### src/rtl/tinker_mem_arbiter_if.sv
// tinker_mem_arbiter_if: fetch/data request-grant, response and memory-port signals of the arbiter
interface tinker_mem_arbiter_if;
   logic        if_req;
   logic [63:0] if_addr;
   logic        if_gnt;
   logic        if_rvalid;
   logic [31:0] if_rdata;
   logic        d_req;
   logic        d_we;
   logic [63:0] d_addr;
   logic [63:0] d_wdata;
   logic        d_gnt;
   logic        d_rvalid;
   logic [63:0] d_rdata;
   logic        err;
   logic        m_en;
   logic        m_we;
   logic [63:0] m_addr;
   logic [63:0] m_wdata;
   logic [63:0] m_rdata;
   logic        busy;
   modport slave (
      input  if_req, if_addr, d_req, d_we, d_addr, d_wdata, m_rdata,
      output if_gnt, if_rvalid, if_rdata, d_gnt, d_rvalid, d_rdata, err,
             m_en, m_we, m_addr, m_wdata, busy
   );
   modport master (
      output if_req, if_addr, d_req, d_we, d_addr, d_wdata, m_rdata,
      input  if_gnt, if_rvalid, if_rdata, d_gnt, d_rvalid, d_rdata, err,
             m_en, m_we, m_addr, m_wdata, busy
   );
endinterface

### src/rtl/tinker_mem_arbiter.sv
// tinker_mem_arbiter: single-port memory arbiter between instruction fetch and data access
module tinker_mem_arbiter #(
   parameter int          MEM_LATENCY  = 2,
   parameter logic [63:0] MEM_BYTES    = 64'd524288,
   parameter int          STARVE_LIMIT = 4
) (
   input logic                 clk,
   input logic                 reset,
   tinker_mem_arbiter_if.slave bus
);
   localparam logic [1:0] IDLE = 2'd0, WAIT = 2'd1, RESP = 2'd2;
   logic [1:0]  state;
   logic [2:0]  lat_cnt;
   logic [3:0]  starve_cnt;
   logic        owner_f, oor_r, idle, starved, f_gnt, d_gnt, if_oor, d_oor;
   logic [31:0] if_rdata_r;
   logic [63:0] d_rdata_r;
   // one bit wider so addresses near 2^64 cannot wrap back into range
   assign if_oor = {1'b0, bus.if_addr} + 65'd3 >= {1'b0, MEM_BYTES};
   assign d_oor  = {1'b0, bus.d_addr} + 65'd7 >= {1'b0, MEM_BYTES};
   assign idle    = state == IDLE && !reset;
   assign starved = starve_cnt == 4'(STARVE_LIMIT);
   assign f_gnt   = idle && bus.if_req && (starved || !bus.d_req);
   assign d_gnt   = idle && bus.d_req && !f_gnt;
   assign bus.if_gnt    = f_gnt;
   assign bus.d_gnt     = d_gnt;
   assign bus.m_en      = f_gnt ? !if_oor : d_gnt && !d_oor;
   assign bus.m_we      = d_gnt && bus.d_we && !d_oor;
   assign bus.m_addr    = !bus.m_en ? '0 : f_gnt ? bus.if_addr : bus.d_addr;
   assign bus.m_wdata   = bus.m_we ? bus.d_wdata : '0;
   assign bus.if_rvalid = state == RESP && owner_f;
   assign bus.d_rvalid  = state == RESP && !owner_f;
   assign bus.err       = (state == RESP && oor_r) || (d_gnt && bus.d_we && d_oor);
   assign bus.if_rdata  = if_rdata_r;
   assign bus.d_rdata   = d_rdata_r;
   assign bus.busy      = state != IDLE;
   always_ff @(posedge clk or posedge reset)
      if (reset) begin
         state      <= IDLE;
         lat_cnt    <= '0;
         starve_cnt <= '0;
         owner_f    <= 1'b0;
         oor_r      <= 1'b0;
         if_rdata_r <= '0;
         d_rdata_r  <= '0;
      end else begin
         starve_cnt <= f_gnt ? 4'd0 : bus.if_req && !starved ? starve_cnt + 4'd1 : starve_cnt;
         if (state == IDLE && (f_gnt || (d_gnt && !bus.d_we))) begin
            state   <= WAIT;
            lat_cnt <= 3'(MEM_LATENCY);
            owner_f <= f_gnt;
            oor_r   <= f_gnt ? if_oor : d_oor;
         end else if (state == WAIT) begin
            lat_cnt <= lat_cnt - 3'd1;
            if (lat_cnt == 3'd1) begin
               state <= RESP;
               if (owner_f) if_rdata_r <= oor_r ? '0 : bus.m_rdata[31:0];
               else d_rdata_r <= oor_r ? '0 : bus.m_rdata;
            end
         end else if (state != IDLE) state <= IDLE;
      end
endmodule

### src/flat_wrapper.sv
// flat-port wrapper written by rule: the top's interface ports become plain ports
module tinker_mem_arbiter_flat 
#(
   parameter int          MEM_LATENCY  = 2,
   parameter logic [63:0] MEM_BYTES    = 64'd524288,
   parameter int          STARVE_LIMIT = 4
)
  (clk, reset, bus_if_req, bus_if_addr, bus_d_req, bus_d_we, bus_d_addr, bus_d_wdata, bus_m_rdata, bus_if_gnt, bus_if_rvalid, bus_if_rdata, bus_d_gnt, bus_d_rvalid, bus_d_rdata, bus_err, bus_m_en, bus_m_we, bus_m_addr, bus_m_wdata, bus_busy);
  tinker_mem_arbiter_if bus_i ();
  input logic clk;
  input logic reset;
  input wire logic [$bits(bus_i.if_req)-1:0] bus_if_req;
  input wire logic [$bits(bus_i.if_addr)-1:0] bus_if_addr;
  input wire logic [$bits(bus_i.d_req)-1:0] bus_d_req;
  input wire logic [$bits(bus_i.d_we)-1:0] bus_d_we;
  input wire logic [$bits(bus_i.d_addr)-1:0] bus_d_addr;
  input wire logic [$bits(bus_i.d_wdata)-1:0] bus_d_wdata;
  input wire logic [$bits(bus_i.m_rdata)-1:0] bus_m_rdata;
  output wire logic [$bits(bus_i.if_gnt)-1:0] bus_if_gnt;
  output wire logic [$bits(bus_i.if_rvalid)-1:0] bus_if_rvalid;
  output wire logic [$bits(bus_i.if_rdata)-1:0] bus_if_rdata;
  output wire logic [$bits(bus_i.d_gnt)-1:0] bus_d_gnt;
  output wire logic [$bits(bus_i.d_rvalid)-1:0] bus_d_rvalid;
  output wire logic [$bits(bus_i.d_rdata)-1:0] bus_d_rdata;
  output wire logic [$bits(bus_i.err)-1:0] bus_err;
  output wire logic [$bits(bus_i.m_en)-1:0] bus_m_en;
  output wire logic [$bits(bus_i.m_we)-1:0] bus_m_we;
  output wire logic [$bits(bus_i.m_addr)-1:0] bus_m_addr;
  output wire logic [$bits(bus_i.m_wdata)-1:0] bus_m_wdata;
  output wire logic [$bits(bus_i.busy)-1:0] bus_busy;
  assign bus_i.if_req = bus_if_req;
  assign bus_i.if_addr = bus_if_addr;
  assign bus_i.d_req = bus_d_req;
  assign bus_i.d_we = bus_d_we;
  assign bus_i.d_addr = bus_d_addr;
  assign bus_i.d_wdata = bus_d_wdata;
  assign bus_i.m_rdata = bus_m_rdata;
  assign bus_if_gnt = bus_i.if_gnt;
  assign bus_if_rvalid = bus_i.if_rvalid;
  assign bus_if_rdata = bus_i.if_rdata;
  assign bus_d_gnt = bus_i.d_gnt;
  assign bus_d_rvalid = bus_i.d_rvalid;
  assign bus_d_rdata = bus_i.d_rdata;
  assign bus_err = bus_i.err;
  assign bus_m_en = bus_i.m_en;
  assign bus_m_we = bus_i.m_we;
  assign bus_m_addr = bus_i.m_addr;
  assign bus_m_wdata = bus_i.m_wdata;
  assign bus_busy = bus_i.busy;
  tinker_mem_arbiter #(.MEM_LATENCY(MEM_LATENCY), .MEM_BYTES(MEM_BYTES), .STARVE_LIMIT(STARVE_LIMIT)) u_core (.clk(clk), .reset(reset), .bus(bus_i));
endmodule
### config.mk
export PLATFORM = sky130hd
export DESIGN_NAME = tinker_mem_arbiter_flat
export DESIGN_NICKNAME = d
export VERILOG_FILES = /design/src/rtl/tinker_mem_arbiter_if.sv /design/src/rtl/tinker_mem_arbiter.sv /design/src/flat_wrapper.sv
export SDC_FILE = /design/constraint.sdc
export NUM_CORES = 1
export LEC_CHECK = 0
export CELL_PAD_IN_SITES_DETAIL_PLACEMENT = 1
export CELL_PAD_IN_SITES_GLOBAL_PLACEMENT = 1
export CORE_ASPECT_RATIO = 1.2
export CORE_MARGIN = 10
export CORE_UTILIZATION = 24
export CTS_CLUSTER_SIZE = 25
export DETAILED_ROUTE_END_ITERATION = 12
export HOLD_SLACK_MARGIN = 0.15
export PLACE_DENSITY_LB_ADDON = 0.1
export SETUP_SLACK_MARGIN = 0.02
export SLEW_MARGIN = 0
export SYNTH_ARGS = -nofsm -noshare
export SYNTH_HDL_FRONTEND = slang
export SYNTH_SLANG_ARGS = --single-unit
### constraint.sdc
create_clock -name clk -period 3.5 [get_ports clk]
set_input_delay 0.525 -clock clk [delete_from_list [all_inputs] [get_ports clk]]
set_output_delay 0.525 -clock clk [all_outputs]
set_load 0.005 [all_outputs]
== After elaboration in Yosys (flattened, before gate mapping) ==
Index checks and enable logic that the tools add are counted.

* Bits in registers: 107
* Bits of input ports: 261
* Word-level logic and storage cells: 69

* Add/subtract/negate cells: 4
* Magnitude comparators: 2
* Equal/unequal tests: 5
* Muxes and demuxes: 15
* Bitwise logic cells: 2
* Reductions and logical operators: 34

{| class="wikitable"
|+ Operator list
! operator !! number
|-
| 64-bit 2-to-1 mux || 4
|-
| 65-bit by 20-bit >= comparator with 1-bit output, second input constant || 2
|-
| 64-bit by 2-bit adder with 65-bit output, second input constant || 1
|-
| 64-bit by 3-bit adder with 65-bit output, second input constant || 1
|-
| 32-bit 2-to-1 mux || 1
|-
| 1-bit logical AND || 15
|-
| 1-bit zero test || 8
|-
| 2-bit 2-to-1 mux || 4
|-
| 4-bit 2-to-1 mux || 2
|-
| 4-bit AND reduction || 2
|-
| 3-bit 2-to-1 mux || 2
|-
| 2-bit nonzero test || 3
|-
| 4-bit by 1-bit adder with 4-bit output, second input constant || 1
|-
| 4-bit by 3-bit == test with 1-bit output, second input constant || 1
|-
| 3-bit by 1-bit == test with 1-bit output, second input constant || 1
|-
| 1-bit logical OR || 3
|-
| 3-bit by 2-bit != test with 1-bit output, second input constant || 1
|-
| 3-bit nonzero test || 1
|-
| 3-bit by 1-bit subtractor with 3-bit output, second input constant || 1
|-
| 2-bit by 1-bit == test with 1-bit output, second input constant || 1
|-
| 2-bit == test, second input constant || 1
|-
| 2-bit zero test || 1
|-
| 1-bit 2-to-1 mux || 2
|-
| 1-bit NOT || 2
|-
| 2-bit AND reduction || 1
|}

== Logic depth before layout (Yosys ltp) ==
Gate-level depths: netlist of the first run.

* Depth in word-level cells: 11
* Depth in mapped cells: 13
* Mapped depth without buffers: 12

== Worst setup path before layout of the first run ==
OpenSTA, ideal clock, no wires.

* Path kind: input -> output
* Start: in bus_if_addr[7]
* End: out bus_m_addr[10]
* Data arrival time: 3.278 ns
* Data required time: 2.975 ns
* Path slack: -0.303 ns
* Stages: 11
* Buffers on the path: 2
* Cells stage by stage: clkbuf_1 nand4_1 or3_1 nor4_1 nand3_1 or4_1 o21ai_0 and4b_1 nand4_1 clkbuf_1 a21oi_2

* Cells in the longest elaborated chain, start to end: 5

{| class="wikitable"
|+ RTL lines
! what !! line !! text
|-
| from (decl) || flat_wrapper.sv:13 || <nowiki>input wire logic [$bits(bus_i.if_addr)-1:0] bus_if_addr;</nowiki>
|-
| 64-bit by 2-bit adder with 65-bit output || tinker_mem_arbiter.sv:19 || <nowiki>assign if_oor = {1'b0, bus.if_addr} + 65'd3 >= {1'b0, MEM_BYTES};</nowiki>
|-
| 65-bit by 20-bit >= comparator with 1-bit output || tinker_mem_arbiter.sv:19 ||
|-
| 1-bit zero test || tinker_mem_arbiter.sv:27 || <nowiki>assign bus.m_en = f_gnt ? !if_oor : d_gnt && !d_oor;</nowiki>
|-
| 1-bit 2-to-1 mux || tinker_mem_arbiter.sv:27 ||
|-
| 64-bit 2-to-1 mux || tinker_mem_arbiter.sv:29 || <nowiki>assign bus.m_addr = !bus.m_en ? '0 : f_gnt ? bus.if_addr : bus.d_addr;</nowiki>
|-
| to (decl) || flat_wrapper.sv:28 || <nowiki>output wire logic [$bits(bus_i.m_addr)-1:0] bus_m_addr;</nowiki>
|}

Every way passes these cells.

== Worst setup path in the final report of the first run ==
* Start: in bus_d_addr[1]
* End: out bus_m_addr[14]

* Cells in the longest elaborated chain, start to end: 6

{| class="wikitable"
|+ RTL lines
! what !! line !! text
|-
| from (decl) || flat_wrapper.sv:16 || <nowiki>input wire logic [$bits(bus_i.d_addr)-1:0] bus_d_addr;</nowiki>
|-
| 64-bit by 3-bit adder with 65-bit output || tinker_mem_arbiter.sv:20 || <nowiki>assign d_oor = {1'b0, bus.d_addr} + 65'd7 >= {1'b0, MEM_BYTES};</nowiki>
|-
| 65-bit by 20-bit >= comparator with 1-bit output || tinker_mem_arbiter.sv:20 ||
|-
| 1-bit zero test || tinker_mem_arbiter.sv:27 ||
|-
| 1-bit logical AND || tinker_mem_arbiter.sv:27 ||
|-
| 1-bit 2-to-1 mux || tinker_mem_arbiter.sv:27 ||
|-
| 64-bit 2-to-1 mux || tinker_mem_arbiter.sv:29 ||
|}

Every way passes these cells.

==> results.py, run 1 <==
metrics = {
    "yosys": {
        "synthAdderAreaFrac_pct": 0.587,
        "synthSimpleGateAreaFrac_pct": 38.4,
        "yosys_warnings": 0,
        "synth-compound-area-share_pct": 16.4,
        "synthArstFlopShare_pct": 100,
        "ys_ff_latch": 107,
        "yosysSeqAreaShare_pct": 31.4,
        "synthesis.area_um2": 8530,
        "yosysUniqueCellTypes": 70,
        "syn-mean-instance-area_um2": 7.72,
        "synth_top_family_by_area": "simple AND/OR/NAND/NOR gates",
        "syn_inst": 1104,
        "ys.flop_type": "dfrtp_1",
        "synth_edf_count": 0,
        "synth_xor_area_share_pct": 2.26,
        "synthMuxAreaShare_pct": 3.57,
    },
    "floorplanning": {
        "core_area_um2": 35000,
        "die_area_um2": 43500,
        "rows": 75,
        "initial_utilization_pct": 24.4,
        "fp.dieH_um": 226,
        "io_pins": 493,
        "die_w_um": 192,
    },
    "timing": {
        "rsz0062_at_grt": "true",
        "finalCritPeriodShare_pct": 127,
        "period_needed_ns": 4.44,
        "timing.hold.ws_ns": 0.479,
        "finalSetupTns_ns": -61.25,
        "hold_violations": 0,
        "slew_headroom_pct": 25.1,
        "fmax_ghz": 0.225,
        "skew_ns": 0.00894,
        "worstMarginPinSlew_ns": 1.12,
        "slew_violations": 0,
        "timing.final.ws_setup_ns": -0.935,
        "setup_violations": 86,
    },
    "global_routing": {
        "grt_pass1_vias": 11900,
        "grt_remaining_overflow": 0,
        "grt_max_degree": 129,
        "gr-usage-all-layers_pct": 20.6,
        "antenna_found_initial": 7,
        "grt_pass1_wl_um": 70600,
    },
    "placed_design": {
        "place_ws_ns": -1.75,
        "port_buffers": 447,
        "gp_congestion": 0.924,
        "dp_hpwl_um": 39000,
    },
    "outcome": {
        "violations": "negative setup slack",
        "status": "finished with violations",
    },
    "clock_network": {
        "cts_hold_buf": 0,
        "cts_root_buffer": "clkbuf_16",
        "cts_tree": "built",
        "clock_path_buffers": 2,
        "clk_transition_reported_paths_ns": 0.07,
        "clock_latency_ns": 0.35,
        "cts_made_buffers": 9,
        "cts_num_sinks": 107,
        "htree_levels": 3,
    },
    "cells_and_area": {
        "area_growth_pct": 100,
        "drive_gt1_share_pct": 35.0,
        "final_common_cell": "buf_4",
        "final_core_util_pct": 48.7,
        "final_cell_mix": "buf_4, clkdlybuf4s50_1, nand2_1",
        "finish.net_count": 2146,
        "num-fill-cells": 4195,
    },
    "route": {
        "drt.antenna.violating_nets": 0,
        "drc": 0,
        "vias": 11300,
        "drt_iter0_drc": 364,
        "wl_per_cell_um": 21.1,
        "drt_wl_total_um": 49600,
        "vias_per_cell": 4.82,
        "drt-pass1-iter-count": 4,
    },
    "worst_setup_path": {
        "critPathSlowestCell": "or4_4",
        "required_ns": 2.97,
        "crit_fanout": 7,
        "slowest_delay_ns": 0.61,
        "worstPathArrival_ns": 3.91,
        "worstSetupStartpointType": "input pin",
        "worst-setup-path-type": "input pin to output pin",
        "cp_num_buf_inv": 7,
        "cp_top_family": "simple AND/OR/NAND/NOR gates",
        "cp-end-kind": "output pin",
        "crit_chain": "clkdlybuf4s15_2, or3_4, and4_4, buf_4, nand4_1, mux2_4, nor3_4, and4_1, nand4_1, or4_4, buf_16, buf_8, buf_6, buf_6, a21oi_2, buf_2",
    },
    "hold_path": {
        "hp-class": "register to register",
    },
    "power": {
        "max-vdd-ir-drop_uv": 290,
        "power_density_nw_per_um2": 357,
        "fin_total_pwr_mw": 6.08,
        "power_leakage_nw": 7.52,
    },
    "flow_run": {
        "cap_violations": 0,
    },
}
-- where the power goes --
part / internal (mW) / switching (mW)
registers: 1.73 / 0.261
logic: 1.65 / 1.32
clock network: 0.652 / 0.468
-- logic make-up after synthesis --
kind of cell             after synthesis
AND/OR/NAND/NOR                      599
AO/OA/AOI/OAI                        226
buffers and inverters                115
flip-flops                           107
multiplexers                          30
XOR/XNOR                              22
adder cells (fa/ha/maj)                4
other                                  1
-- what timing repair did --
item | in CTS | in global routing
buffers inserted | 41 | 36
setup endpoints to repair | 87 | 86
gates cloned | 5 | 6
gates resized for setup | 453 | 252
pin swaps | 63 | 64
-- through the flow --
stage	cell area [µm²]	std cells
final	17100	2352
after global routing	17100	2350
after CTS	16400	2307
after detailed placement	15400	2245
after global placement	15400	2245
after floorplan	8760	1148
-- state kept, by name, indices dropped and copies added (netlist names) --
register             cells
u_core.bus.d_rdata      64
u_core.bus.if_rdata     32
u_core.starve_cnt        4
u_core.lat_cnt           3
u_core.state             2
u_core.oor_r             1
u_core.owner_f           1
-- tightest hold or removal path: cells and delay by family (launching register included) --
kind	cells	cell delay, ns
simple gates	1	0.05
compound gates	1	0.06
flops	1	0.34
-- cell type report --
type	count	area, µm²	area share (%)
Inverter	23	88.8	0.521
Antenna cell	4	10.0	0.0587
Multi-Input combinational cell	926	6040	35.4
Clock buffer	11	243	1.42
Sequential cell	107	2680	15.7
Tap cell	462	578	3.39
Timing Repair Buffer	814	7330	43.0
Clock inverter	5	82.6	0.484
-- synth_stat cells, types with 10 or more instances --
| library cell | instances | share of area (%) |
|---|---|---|
| a21oi_2 | 19 | 2.0 |
| nand4_1 | 50 | 3.7 |
| inv_1 | 22 | 0.97 |
| o21ai_0 | 117 | 6.9 |
| and2_1 | 69 | 5.1 |
| nor4_1 | 33 | 2.4 |
| or3_1 | 13 | 0.95 |
| nor3_1 | 32 | 1.9 |
| mux2i_1 | 27 | 3.2 |
| nor2_1 | 48 | 2.1 |
| a21oi_1 | 19 | 1.1 |
| xor2_1 | 12 | 1.2 |
| nand3_1 | 59 | 3.5 |
| nand2_1 | 155 | 6.8 |
| xnor2_1 | 10 | 1.0 |
| and4_1 | 13 | 1.3 |
| dfrtp_1 | 107 | 31 |
| and3_1 | 14 | 1.0 |
| buf_4 | 45 | 4.0 |
| nand2b_1 | 70 | 5.1 |
| clkbuf_1 | 36 | 1.6 |
| a31oi_1 | 12 | 0.88 |
-- path summary, 6_finish.rpt --
path / startpoint / to / slack (ns) / cells past startpoint
max: bus_d_addr[1] / bus_m_addr[14] / -0.94 / 16
min: u_core.bus.d_rdata[59] / u_core.bus.d_rdata[59] / 0.48 / 2
max in group asynchronous: reset / u_core.bus.d_rdata[36] / 2.16 / 4
min reg2reg: u_core.bus.d_rdata[59] / u_core.bus.d_rdata[59] / 0.48 / 2
min in group asynchronous: reset / u_core.state[1] / 0.61 / 3
max reg2reg: u_core.starve_cnt[0] / u_core.bus.if_rdata[7] / 0.92 / 11
-- routing by layer --
layer	wire length, µm	GRT usage, %
met1	20300	24.1
met2	25100	37.0
met3	3310	5.20
met4	859	4.11
met5	27	0
(Power assumes the default switching activity.)
==> inputs of run 2 (changes only) <==
CORE_ASPECT_RATIO = default   (was 1.2)
CORE_MARGIN = default   (was 10)
==> results.py, run 2 (synthesis gave the netlist of run 1 again) <==
metrics = {
    "cells_and_area": {
        "area_growth_pct": 107,
        "final_common_cell": "buf_4",
        "seq_area_um2": 2680,
        "finish.net_count": 2178,
        "final_core_util_pct": 50.8,
        "num-fill-cells": 4118,
        "final_cell_mix": "buf_4, clkdlybuf4s50_1, nand2_1",
        "largest_register_ffs": 64,
        "postLayoutCellArea_um2": 17600,
        "drive_gt1_share_pct": 38.5,
        "multiInputGateArea_um2": 6240,
    },
    "timing": {
        "period_needed_ns": 4.39,
        "worstMarginPinSlew_ns": 0.630,
        "rsz0062_at_grt": "true",
        "fmax_ghz": 0.228,
        "skew_ns": 0.0134,
        "timing.hold.ws_ns": 0.478,
        "hold_violations": 0,
        "setup_violations": 86,
        "finalCritPeriodShare_pct": 125,
        "timing.final.ws_setup_ns": -0.887,
        "slew_violations": 0,
        "slew_headroom_pct": 58.0,
    },
    "global_routing": {
        "grt_remaining_overflow": 0,
        "grt_max_degree": 66,
        "antenna_found_initial": 5,
        "grt_pass1_vias": 12300,
        "grt_pass1_wl_um": 71800,
        "gr-usage-all-layers_pct": 25.5,
    },
    "worst_setup_path": {
        "slowest_delay_ns": 0.38,
        "crit_chain": "buf_2, and4_4, and4_4, buf_12, buf_4, nand2_1, o31ai_1, nand4_1, a211oi_1, nand4_1, buf_4, nor3_4, buf_6, buf_6, buf_8, buf_6, and2_4, buf_6",
        "startpoint": "bus_d_addr[8]",
        "cp-end-kind": "output pin",
        "required_ns": 2.97,
        "worst-setup-path-type": "input pin to output pin",
        "crit_fanout": 5,
        "critPathSlowestCell": "o31ai_1",
        "worstPathArrival_ns": 3.86,
        "worstSetupStartpointType": "input pin",
        "crit_path_frequent_cell": "buf_6",
        "r2r_start": "u_core.state[1]",
    },
    "power": {
        "max-vdd-ir-drop_uv": 251,
        "power_leakage_nw": 7.76,
        "power_density_nw_per_um2": 341,
    },
    "route": {
        "drt.antenna.violating_nets": 0,
        "wl_per_cell_um": 20.4,
        "drt_wl_total_um": 48400,
        "vias_per_cell": 4.87,
        "drt-pass1-iter-count": 4,
        "drt_iter0_drc": 464,
        "drc": 0,
        "vias": 11600,
    },
    "outcome": {
        "status": "finished with violations",
        "violations": "negative setup slack",
    },
    "floorplanning": {
        "rows": 68,
        "initial_utilization_pct": 24.6,
        "die_area_um2": 36300,
        "die_w_um": 191,
        "core_area_um2": 34700,
        "fp.dieH_um": 191,
        "io_pins": 493,
    },
    "clock_network": {
        "clk_transition_reported_paths_ns": 0.07,
        "clock_latency_ns": 0.34,
        "cts_made_buffers": 9,
        "clock_path_buffers": 2,
        "cts_hold_buf": 0,
        "cts_tree": "built",
        "cts_root_buffer": "clkbuf_16",
        "htree_levels": 3,
        "cts_num_sinks": 107,
    },
    "placed_design": {
        "port_buffers": 447,
        "dp_hpwl_um": 35900,
        "placed_area_um2": 15600,
        "gp_congestion": 0.912,
    },
    "hold_path": {
        "hp-class": "register to register",
        "worstHoldStart": "u_core.bus.d_rdata[9]",
    },
    "flow_run": {
        "cap_violations": 0,
    },
}
==> run 2: changes by cell type in the layout (fill, tap and decap cells not counted), sizes merged, moves of 2 or more <==
cell / delta
clkbuf: -15
clkdlybuf4s15: +10
buf: +55
diode: -2
dlygate4sd2: +21
dlymetal6s2s: -2
clkdlybuf4s50: -37
bufinv: -2
==> run 2: worst max-delay path, delay by kind of cell <==
family	cells	cell delay, ns
AO/OA/AOI/OAI	2	0.65
buffers and inverters	9	1.24
AND/OR/NAND/NOR	7	1.42
==> run 2: routing by layer <==
metal,part of all wire [%],GRT usage (%),vias up,wire [µm]
met5,0.066,0,-,32
met4,1.8,5.69,6,886
met1,46,35.1,5589,22300
li1,-,-,5527,-
met3,5.6,4.40,62,2730
met2,46,41.4,394,22500
==> run 2: worst paths after layout <==
| kind | endpoint | slack (ns) | cells after the start |
|---|---|---|---|
| max | bus_m_wdata[24] | -0.89 | 18 |
| min | u_core.bus.d_rdata[9] | 0.48 | 2 |
| max reg2reg | u_core.oor_r | 0.82 | 13 |
| min reg2reg | u_core.bus.d_rdata[9] | 0.48 | 2 |
| max in group asynchronous | u_core.bus.d_rdata[22] | 1.97 | 4 |
| min in group asynchronous | u_core.starve_cnt[1] | 0.75 | 3 |
==> run 2: what timing repair did <==
action	4_1_cts	5_1_grt
endpoints found under the hold margin	0	0
endpoints found under the setup margin	87	86
gates resized for setup	845	118
pin swaps	111	39
cloned	9	2
buffers inserted	91	22
==> run 2: metrics by stage <==
stage          worst slack, ns  power (mW)  instances  TNS (ns)
2_1_floorplan           -0.152        3.06       1148     -6.60
3_3_place_gp             -2.03        4.92       2252   -171.53
3_5_place_dp             -1.98        5.01       2252   -166.08
4_1_cts                 -0.950        6.06       2365    -58.67
5_1_grt                 -0.944        6.45       2375    -72.05
6_report                -0.887        6.01       2375    -64.98
==> run 2: final cells by class <==
class / count / area share, %
multi-input combinational: 926 / 35.4
clock buffer: 10 / 1.36
sequential: 107 / 15.2
antenna: 2 / 0.0284
timing repair buffer: 846 / 43.9
inverter: 23 / 0.504
clock inverter: 6 / 0.327
tap: 455 / 3.23
==> run 2: report_power, final <==
| group | total [mW] | switching (mW) | internal, mW |
|---|---|---|---|
| clock network | 1.01 | 0.488 | 0.518 |
| registers | 2.00 | 0.264 | 1.73 |
| logic | 3.00 | 1.33 | 1.67 |
| total | 6.01 | 2.09 | 3.92 |
